### src/rtl/uart_rx_framer_pkg.sv
// Shared types and helpers for the UART receive framer.
// Holds the receiver state encoding, oversample default and tick divider math.
package uart_rx_framer_pkg;

    typedef enum logic [1:0] {
        S_IDLE  = 2'd0,
        S_START = 2'd1,
        S_DATA  = 2'd2,
        S_STOP  = 2'd3
    } rx_state_e;

    localparam int OVERSAMPLE_DEF = 16;

    // Clocks per oversample tick; clamped so a fast baud never yields a zero divider.
    function automatic int calc_div(input int clk_freq, input int baud, input int oversample);
        int d;
        d = clk_freq / (baud * oversample);
        return (d < 1) ? 1 : d;
    endfunction

endpackage

### src/rtl/uart_baud_tick.sv
// Free-running divider producing a one-clock tick every DIV clocks.
module uart_baud_tick #(
    parameter int DIV = 1
) (
    input  logic sysclk,
    input  logic reset,
    output logic tick
);

    localparam int CW = (DIV > 1) ? $clog2(DIV) : 1;

    logic [CW-1:0] cnt;

    assign tick = (cnt == CW'(DIV - 1));

    always_ff @(posedge sysclk or posedge reset) begin
        if (reset)     cnt <= '0;
        else if (tick) cnt <= '0;
        else           cnt <= cnt + 1'b1;
    end

endmodule

### src/rtl/uart_rx_framer.sv
// 8N1 UART receiver with a single-entry holding register and error pulses.
// The FSM only moves on oversample ticks; delivery/overrun resolve one clock later.
module uart_rx_framer
    import uart_rx_framer_pkg::*;
#(
    parameter int CLK_FREQ   = 100_000_000,
    parameter int BAUD       = 9600,
    parameter int OVERSAMPLE = OVERSAMPLE_DEF
) (
    input  logic       sysclk,
    input  logic       reset,
    input  logic       UART_RX,
    output logic [7:0] rx_data,
    output logic       rx_valid,
    input  logic       rx_ready,
    output logic       frame_err,
    output logic       overrun
);

    localparam int DIV  = calc_div(CLK_FREQ, BAUD, OVERSAMPLE);
    localparam int HALF = OVERSAMPLE / 2;
    localparam int TW   = $clog2(OVERSAMPLE) + 1;

    logic            tick;
    logic [1:0]      sync;
    logic            rx_s;
    logic            line_q;
    rx_state_e       state, state_nx;
    logic [TW-1:0]   tick_cnt, tick_cnt_nx;
    logic [2:0]      bit_cnt, bit_cnt_nx;
    logic [7:0]      shreg, shreg_nx;
    logic            deliver, ferr_set;

    uart_baud_tick #(.DIV(DIV)) u_tick (
        .sysclk (sysclk),
        .reset  (reset),
        .tick   (tick)
    );

    assign rx_s = sync[1];

    always_comb begin
        state_nx    = state;
        tick_cnt_nx = tick_cnt;
        bit_cnt_nx  = bit_cnt;
        shreg_nx    = shreg;
        deliver     = 1'b0;
        ferr_set    = 1'b0;
        if (tick) begin
            case (state)
                // line_q is the level seen on the previous tick, so a held-low line never retriggers
                S_IDLE: if (line_q && !rx_s) begin
                    state_nx    = S_START;
                    tick_cnt_nx = '0;
                end
                S_START: if (tick_cnt == TW'(HALF)) begin
                    tick_cnt_nx = '0;
                    bit_cnt_nx  = '0;
                    state_nx    = rx_s ? S_IDLE : S_DATA;
                end else begin
                    tick_cnt_nx = tick_cnt + 1'b1;
                end
                S_DATA: if (tick_cnt == TW'(OVERSAMPLE - 1)) begin
                    tick_cnt_nx = '0;
                    shreg_nx    = {rx_s, shreg[7:1]};
                    bit_cnt_nx  = bit_cnt + 3'd1;
                    if (bit_cnt == 3'd7) state_nx = S_STOP;
                end else begin
                    tick_cnt_nx = tick_cnt + 1'b1;
                end
                S_STOP: if (tick_cnt == TW'(OVERSAMPLE - 1)) begin
                    tick_cnt_nx = '0;
                    state_nx    = S_IDLE;
                    deliver     = rx_s;
                    ferr_set    = !rx_s;
                end else begin
                    tick_cnt_nx = tick_cnt + 1'b1;
                end
                default: state_nx = S_IDLE;
            endcase
        end
    end

    always_ff @(posedge sysclk or posedge reset) begin
        if (reset) begin
            sync      <= 2'b11;
            line_q    <= 1'b1;
            state     <= S_IDLE;
            tick_cnt  <= '0;
            bit_cnt   <= '0;
            shreg     <= '0;
            rx_data   <= '0;
            rx_valid  <= 1'b0;
            frame_err <= 1'b0;
            overrun   <= 1'b0;
        end else begin
            sync      <= {sync[0], UART_RX};
            if (tick) line_q <= rx_s;
            state     <= state_nx;
            tick_cnt  <= tick_cnt_nx;
            bit_cnt   <= bit_cnt_nx;
            shreg     <= shreg_nx;
            frame_err <= ferr_set;
            overrun   <= deliver && rx_valid && !rx_ready;
            // A same-edge handshake frees the slot, so the new byte replaces the old one
            if (deliver && (!rx_valid || rx_ready)) begin
                rx_data  <= shreg;
                rx_valid <= 1'b1;
            end else if (rx_valid && rx_ready) begin
                rx_valid <= 1'b0;
            end
        end
    end

endmodule

### config.mk
export PLATFORM = sky130hd
export DESIGN_NAME = uart_rx_framer
export DESIGN_NICKNAME = d
export VERILOG_FILES = /design/src/rtl/uart_rx_framer_pkg.sv /design/src/rtl/uart_baud_tick.sv /design/src/rtl/uart_rx_framer.sv
export SDC_FILE = /design/constraint.sdc
export NUM_CORES = 1
export LEC_CHECK = 0
export CORE_UTILIZATION = 34
export CTS_BUF_LIST = sky130_fd_sc_hd__clkbuf_8
export DETAILED_ROUTE_END_ITERATION = 10
export GPL_TIMING_DRIVEN = 0
export HOLD_SLACK_MARGIN = 0.03
export PLACE_DENSITY = 0.57
export SYNTH_ARGS = -nofsm -noshare
export SYNTH_HDL_FRONTEND = slang
export SYNTH_SLANG_ARGS = --single-unit
### constraint.sdc
create_clock -name sysclk -period 2.1 [get_ports sysclk]
set_input_delay 0.42 -clock sysclk [delete_from_list [all_inputs] [get_ports sysclk]]
set_output_delay 0.42 -clock sysclk [all_outputs]
set_load 0.01 [all_outputs]
Word-level counts from Yosys, hierarchy flattened
Index checks and enable logic that the tools add are counted.
Word-level totals
  word-level logic and storage cells: 66
  input bits: 4
  flip-flop bits (word level): 42
  output and inout port bits: 11
Operators by class
  mux-type cells: 23
  reduce and logical (&&, ||, !) cells: 17
  equality and inequality tests: 12
  $add $sub $neg: 3
Operators with widths (number)
  two-way mux 5 bit: 3
  one-hot mux 5 bit (3 select lines): 1
  two-way mux 2 bit: 6
  adder 10 x 1 -> 10 bit (second input constant): 1
  == test 10 bit (second input constant): 1
  == test 5 x 4 -> 1 bit (second input constant): 2
  two-way mux 10 bit: 1
  != test 2 bit (second input constant): 5
  two-way mux 1 bit: 8
  one-hot mux 2 bit (4 select lines): 1
  two-way mux 3 bit: 2
  one-hot mux 3 bit (2 select lines): 1
  AND reduction 6 bit: 1
  adder 5 x 1 -> 5 bit (second input constant): 1
  logical AND 1 bit: 5
  == test 2 bit (second input constant): 2
  AND reduction 4 bit: 1
  nonzero test 2 bit: 2
  adder 3 x 1 -> 3 bit (second input constant): 1
  == test 3 bit (second input constant): 1
  zero test 1 bit: 3
  AND reduction 3 bit: 1
  == test 2 x 1 -> 1 bit (second input constant): 1
  zero test 2 bit: 1
  3 further kinds: 3

Depth between registers and ports, before layout
  depth in word-level cells: 6
  depth in mapped cells: 9
  mapped depth without buffers: 8

Cells and area by module
A second synthesis with hierarchy kept.
Unflattened totals
  cell total of the unflattened synthesis: 161
  area total of the unflattened synthesis: 1985.7 sq um
Modules (own cells, without submodules)
  uart_rx_framer: seq. area each 804.5 sq um, instances 1, area each 1457.6 sq um, cells an instance 114
  uart_baud_tick: seq. area each 250.2 sq um, instances 1, area each 528.0 sq um, cells an instance 47

Worst setup path after synthesis
Ideal clock, no wire load.
  path type: flip-flop to flip-flop
  from: register tick_cnt[0]
  to: register shreg[7]
  setup slack: 121 ps
  buffers on the path: 1
  cell stages (with the launch flop): 10
  arrival time: 1854 ps
  library setup time: 125 ps
  period minus slack after synthesis: 1979 ps
  required time: 1975 ps
  path through: dfrtp_1 > ha_1 > nand3_1 > inv_1 > ha_1 > and2_1 > and4_4 > and2b_1 > buf_6 > mux2_4
Between the ends
  longest elaborated chain between the ends: 2
Ends and longest elaborated chain
  from (decl): RTL line uart_rx_framer.sv:29  | logic [TW-1:0] tick_cnt, tick_cnt_nx;
  from (signal assigned): RTL line uart_rx_framer.sv:100  | tick_cnt <= tick_cnt_nx;
  == test 5 x 4 -> 1 bit: RTL line uart_rx_framer.sv:63  | S_DATA: if (tick_cnt == TW'(OVERSAMPLE - 1)) begin
  AND reduction 3 bit (no line)
  to (signal assigned): RTL line uart_rx_framer.sv:102  | shreg <= shreg_nx;
  to (decl): RTL line uart_rx_framer.sv:31  | logic [7:0] shreg, shreg_nx;
No other way between the ends.
A chain may end at the register's enable or synchronous reset.

Final worst setup path
  from: register tick_cnt[1]
  to: register shreg[0]
The elaborated chain is that of the path after synthesis.

==> summary.md <==
| Metric | Value |
|---|---|
| Outcome | `completed` |
| Slew Viols, Final | `0` |
| CTS Buffer Depth | `2` |
| EDFF count, synth | `0` |
| Rel. slew slack | `43.0%` |
| Most common cell after layout, fill and taps aside | `dfrtp_1` |
| H-tree depth | `2` |
| Yosys warns | `0` |
| Comb pwr share | `1.4%` |
| Yosys reg bits | `42` |
| Final hold slack | `0.359 ns` |
| Crit path DAT | `2.21 ns` |
| R2R setup slack | `0.07 ns` |
| Die boundary width | `77.6 um` |
| Switching pwr | `301 uW` |
| CP required | `2.28 ns` |
| Clk sinks | `42` |
| Clk pwr share | `43.2%` |
| Worst R2R Path Depth | `9` |
| Cells after Synth | `155` |
| Crit Path Category | `reg -> reg` |
| Syn avg cell area | `12.6 um2` |
| All-Layer GR Usage | `12.1%` |
| Critical path origin | `tick_cnt[1]$_DFFE_PP0P_` |
| Initial Util | `35.3%` |
| Number of remaining DRC errors | `0` |
| P&R area growth vs syn | `20.3%` |
| Synth area leaders | `dfrtp_1, mux2_2, ha_1` |
| Buf/Inv on CP | `2` |
| Filler cell count | `513` |
| Clk slew on worst S/H paths | `0.08 ns` |
| Ys flop type | `dfrtp_1` |
| Layout cell share with drive strength beyond 1 | `24.9%` |
| Internal power | `1170 uW` |
| CP endpoint kind | `flop` |
| Tcrit/Tclk final | `96.5%` |
| Post-synth ARST share | `100%` |
| F_max | `493 MHz` |
| CP Capture Point | `shreg[0]$_DFFE_PP0P_` |
| Post-synth top area share | `50.2%` |
| Most frequent cells in the layout | `dfrtp_1, mux2_2, clkdlybuf4s50_1` |
| HP Class | `reg -> reg` |
| Die ar. | `6030 um2` |
| Antenna violations before repair | `0` |
| Core area | `5510 um2` |
| Syn_nets | `167` |
| Sw Share | `20.5%` |
| LEAKAGE | `0.00106 uW` |
| 1st-iter DRT viols | `98` |
| Final setup vio count | `0` |
| Pin count of the biggest net entering global routing | `43` |
| Final Util | `42.5%` |
| Post-DRT Antenna Nets | `0` |
| R2R Path Start | `tick_cnt[1]$_DFFE_PP0P_` |
| Final cell count without fillers | `253` |
| Area leader, netlist | `dfrtp_1` |
| IO Pins | `15` |
| Clk Latency, worst-skew pair | `0.29 ns` |
| Root Buffer | `clkbuf_8` |
| CTS Hold Bufs | `0` |
| Post-DP HPWL | `2260 um` |
| Levels on crit path | `9` |
| Tmin final | `2.03 ns` |
| Endpoints failing hold | `0` |
| Max-Cap Viols | `0` |
| Via-per-instance ratio | `5.00` |
| Buffers on Ports | `14` |
| FF-to-FF End | `shreg[0]$_DFFE_PP0P_` |
| Global-route wire length before repair | `5660 um` |
| CP top delay family | `simple AND/OR/NAND/NOR gates` |
| First-pass detailed-route iteration total | `6` |
| Layout Skew | `0.00741 ns` |
| Setup TNS | `0 ns` |
| Dpl cells | `241` |
| CTS tree | `done` |
| Crit-path cells | `ha_2 -> nand3_1 -> inv_2 -> ha_4 -> and2_1 -> and4_4 -> and2b_2 -> buf_6 -> mux2_2` |
| Avg WL per Cell | `13.0 um` |
| Vias | `1266` |
| Vias in the first global route | `1212` |
| Placed Area | `2180 um2` |
| Design Area, Final | `2340 um2` |
| Hold path cells | `0` |
| N_diodes | `0` |
| GPL Wtd Cong | `0.781` |
| Slew @ Worst Pin | `0.854 ns` |
| Row cnt | `27` |
| CP peak stage delay | `0.37 ns` |
| Cell Pwr Density | `629 nW/um2` |
| Grt total ovfl | `0` |
| CP Launch Type | `flop` |
| Post-Syn Area | `1950 um2` |
| Worst Path Max Fanout | `5` |
| Die Ht | `77.6 um` |
| Sequential Power Share | `55.3%` |
| Unique masters post-synth | `44` |
| Worst VDD drop | `0.000324 V` |
| Nets | `192` |
| CTS Buf Count | `5` |
| Slowest CP cell | `dfrtp_1` |
| Routed WL | `3280 um` |
| Register area share after synthesis | `54.2%` |
[stage by stage]
| step | total power, uW | setup slack, ns |
|---|---|---|
| after floorplan | 842 | 0.121 |
| after global placement | 852 | -0.0884 |
| after detailed placement | 853 | -0.0217 |
| after CTS | 1490 | 0.0290 |
| after global routing | 1540 | -0.0150 |
| final | 1470 | 0.0728 |
[worst reg2reg max path: cells and delay by family, from the launching register on]
family,cells,cell delay (ns)
simple gates,4,0.68
mux,1,0.32
buf+inv,2,0.21
fa+ha+maj,2,0.33
flops,1,0.37
[logic make-up (layout without fill, tap and decap cells)]
family,after synthesis,count (layout),synth area share (%)
AO/OA/AOI/OAI,19,19,8.17
XOR/XNOR,7,7,3.15
adder cells (fa/ha/maj),8,8,5.14
buffers and inverters,12,38,2.76
flip-flops,42,42,54.2
multiplexers,17,17,9.97
AND/OR/NAND/NOR,50,50,16.6
[how the worst min path moves through the flow]
stage | startpoint | end | slack, ns
detailed placement | sync[0]$_DFF_PP1_ | sync[1]$_DFF_PP1_ | 0.35
global route | sync[0]$_DFF_PP1_ | sync[1]$_DFF_PP1_ | 0.37
floorplan | sync[0]$_DFF_PP1_ | sync[1]$_DFF_PP1_ | 0.35
global placement | sync[0]$_DFF_PP1_ | sync[1]$_DFF_PP1_ | 0.35
CTS | sync[0]$_DFF_PP1_ | sync[1]$_DFF_PP1_ | 0.36
finish | sync[0]$_DFF_PP1_ | sync[1]$_DFF_PP1_ | 0.36
[state kept, by name (all words and copies together) (netlist names), named ones only]
register,flops
bit_cnt,3
frame_err,1
line_q,1
overrun,1
rx_data,8
rx_valid,1
shreg,8
state,1
sync,2
tick_cnt,5
u_tick.cnt,10
[cells in the mapped netlist (all sizes together), types with 2 or more instances]
| library cell | instances |
|---|---|
| mux2 | 16 |
| and4bb | 2 |
| o22ai | 2 |
| xor2 | 2 |
| nand3 | 8 |
| nand4 | 5 |
| nor2b | 2 |
| ha | 8 |
| nand2 | 11 |
| nor2 | 6 |
| nor4 | 2 |
| and2 | 2 |
| dfrtp | 39 |
| and2b | 2 |
| buf | 2 |
| a22o | 3 |
| inv | 9 |
| and4 | 2 |
| o21ai | 3 |
| dfstp | 3 |
| nand2b | 2 |
| xnor2 | 5 |
| o31ai | 3 |
[layout make-up]
type,instances,area (um2),share of cell area (%)
Sequential cell,42,1050,45.1
Clock inverter,3,45.0,1.93
Timing Repair Buffer,18,174,7.43
Clock buffer,5,68.8,2.94
Tap cell,72,90.1,3.85
Buffer,3,20.0,0.856
Multi-Input combinational cell,101,853,36.5
Inverter,9,33.8,1.44
[layer usage]
metal	global-route usage [%]	up-vias	part of all wire [%]	wire, um
met4	3.96	0	0.79	26
met3	3.53	4	3.5	114
met1	15.8	629	48	1580
met2	19.1	19	48	1560
li1	-	614	-	-
met5	0	-	0	0
[timing repair]
action	4_1_cts	5_1_grt
gates cloned	0	1
endpoints found under the hold margin	0	0
gates resized for setup	0	8
setup buffers	2	1
endpoints found under the setup margin	8	8
pin swaps	0	0
[power groups by stage]
stage	logic [uW]	registers [uW]	clock network, uW
6_report	20.9	814	636
5_1_grt	25.1	815	695
4_1_cts	22.2	815	653
3_5_place_dp	22.1	830	0
3_3_place_gp	21.4	831	0
2_1_floorplan	12.2	830	0
Power figures use the tool's default switching activity.
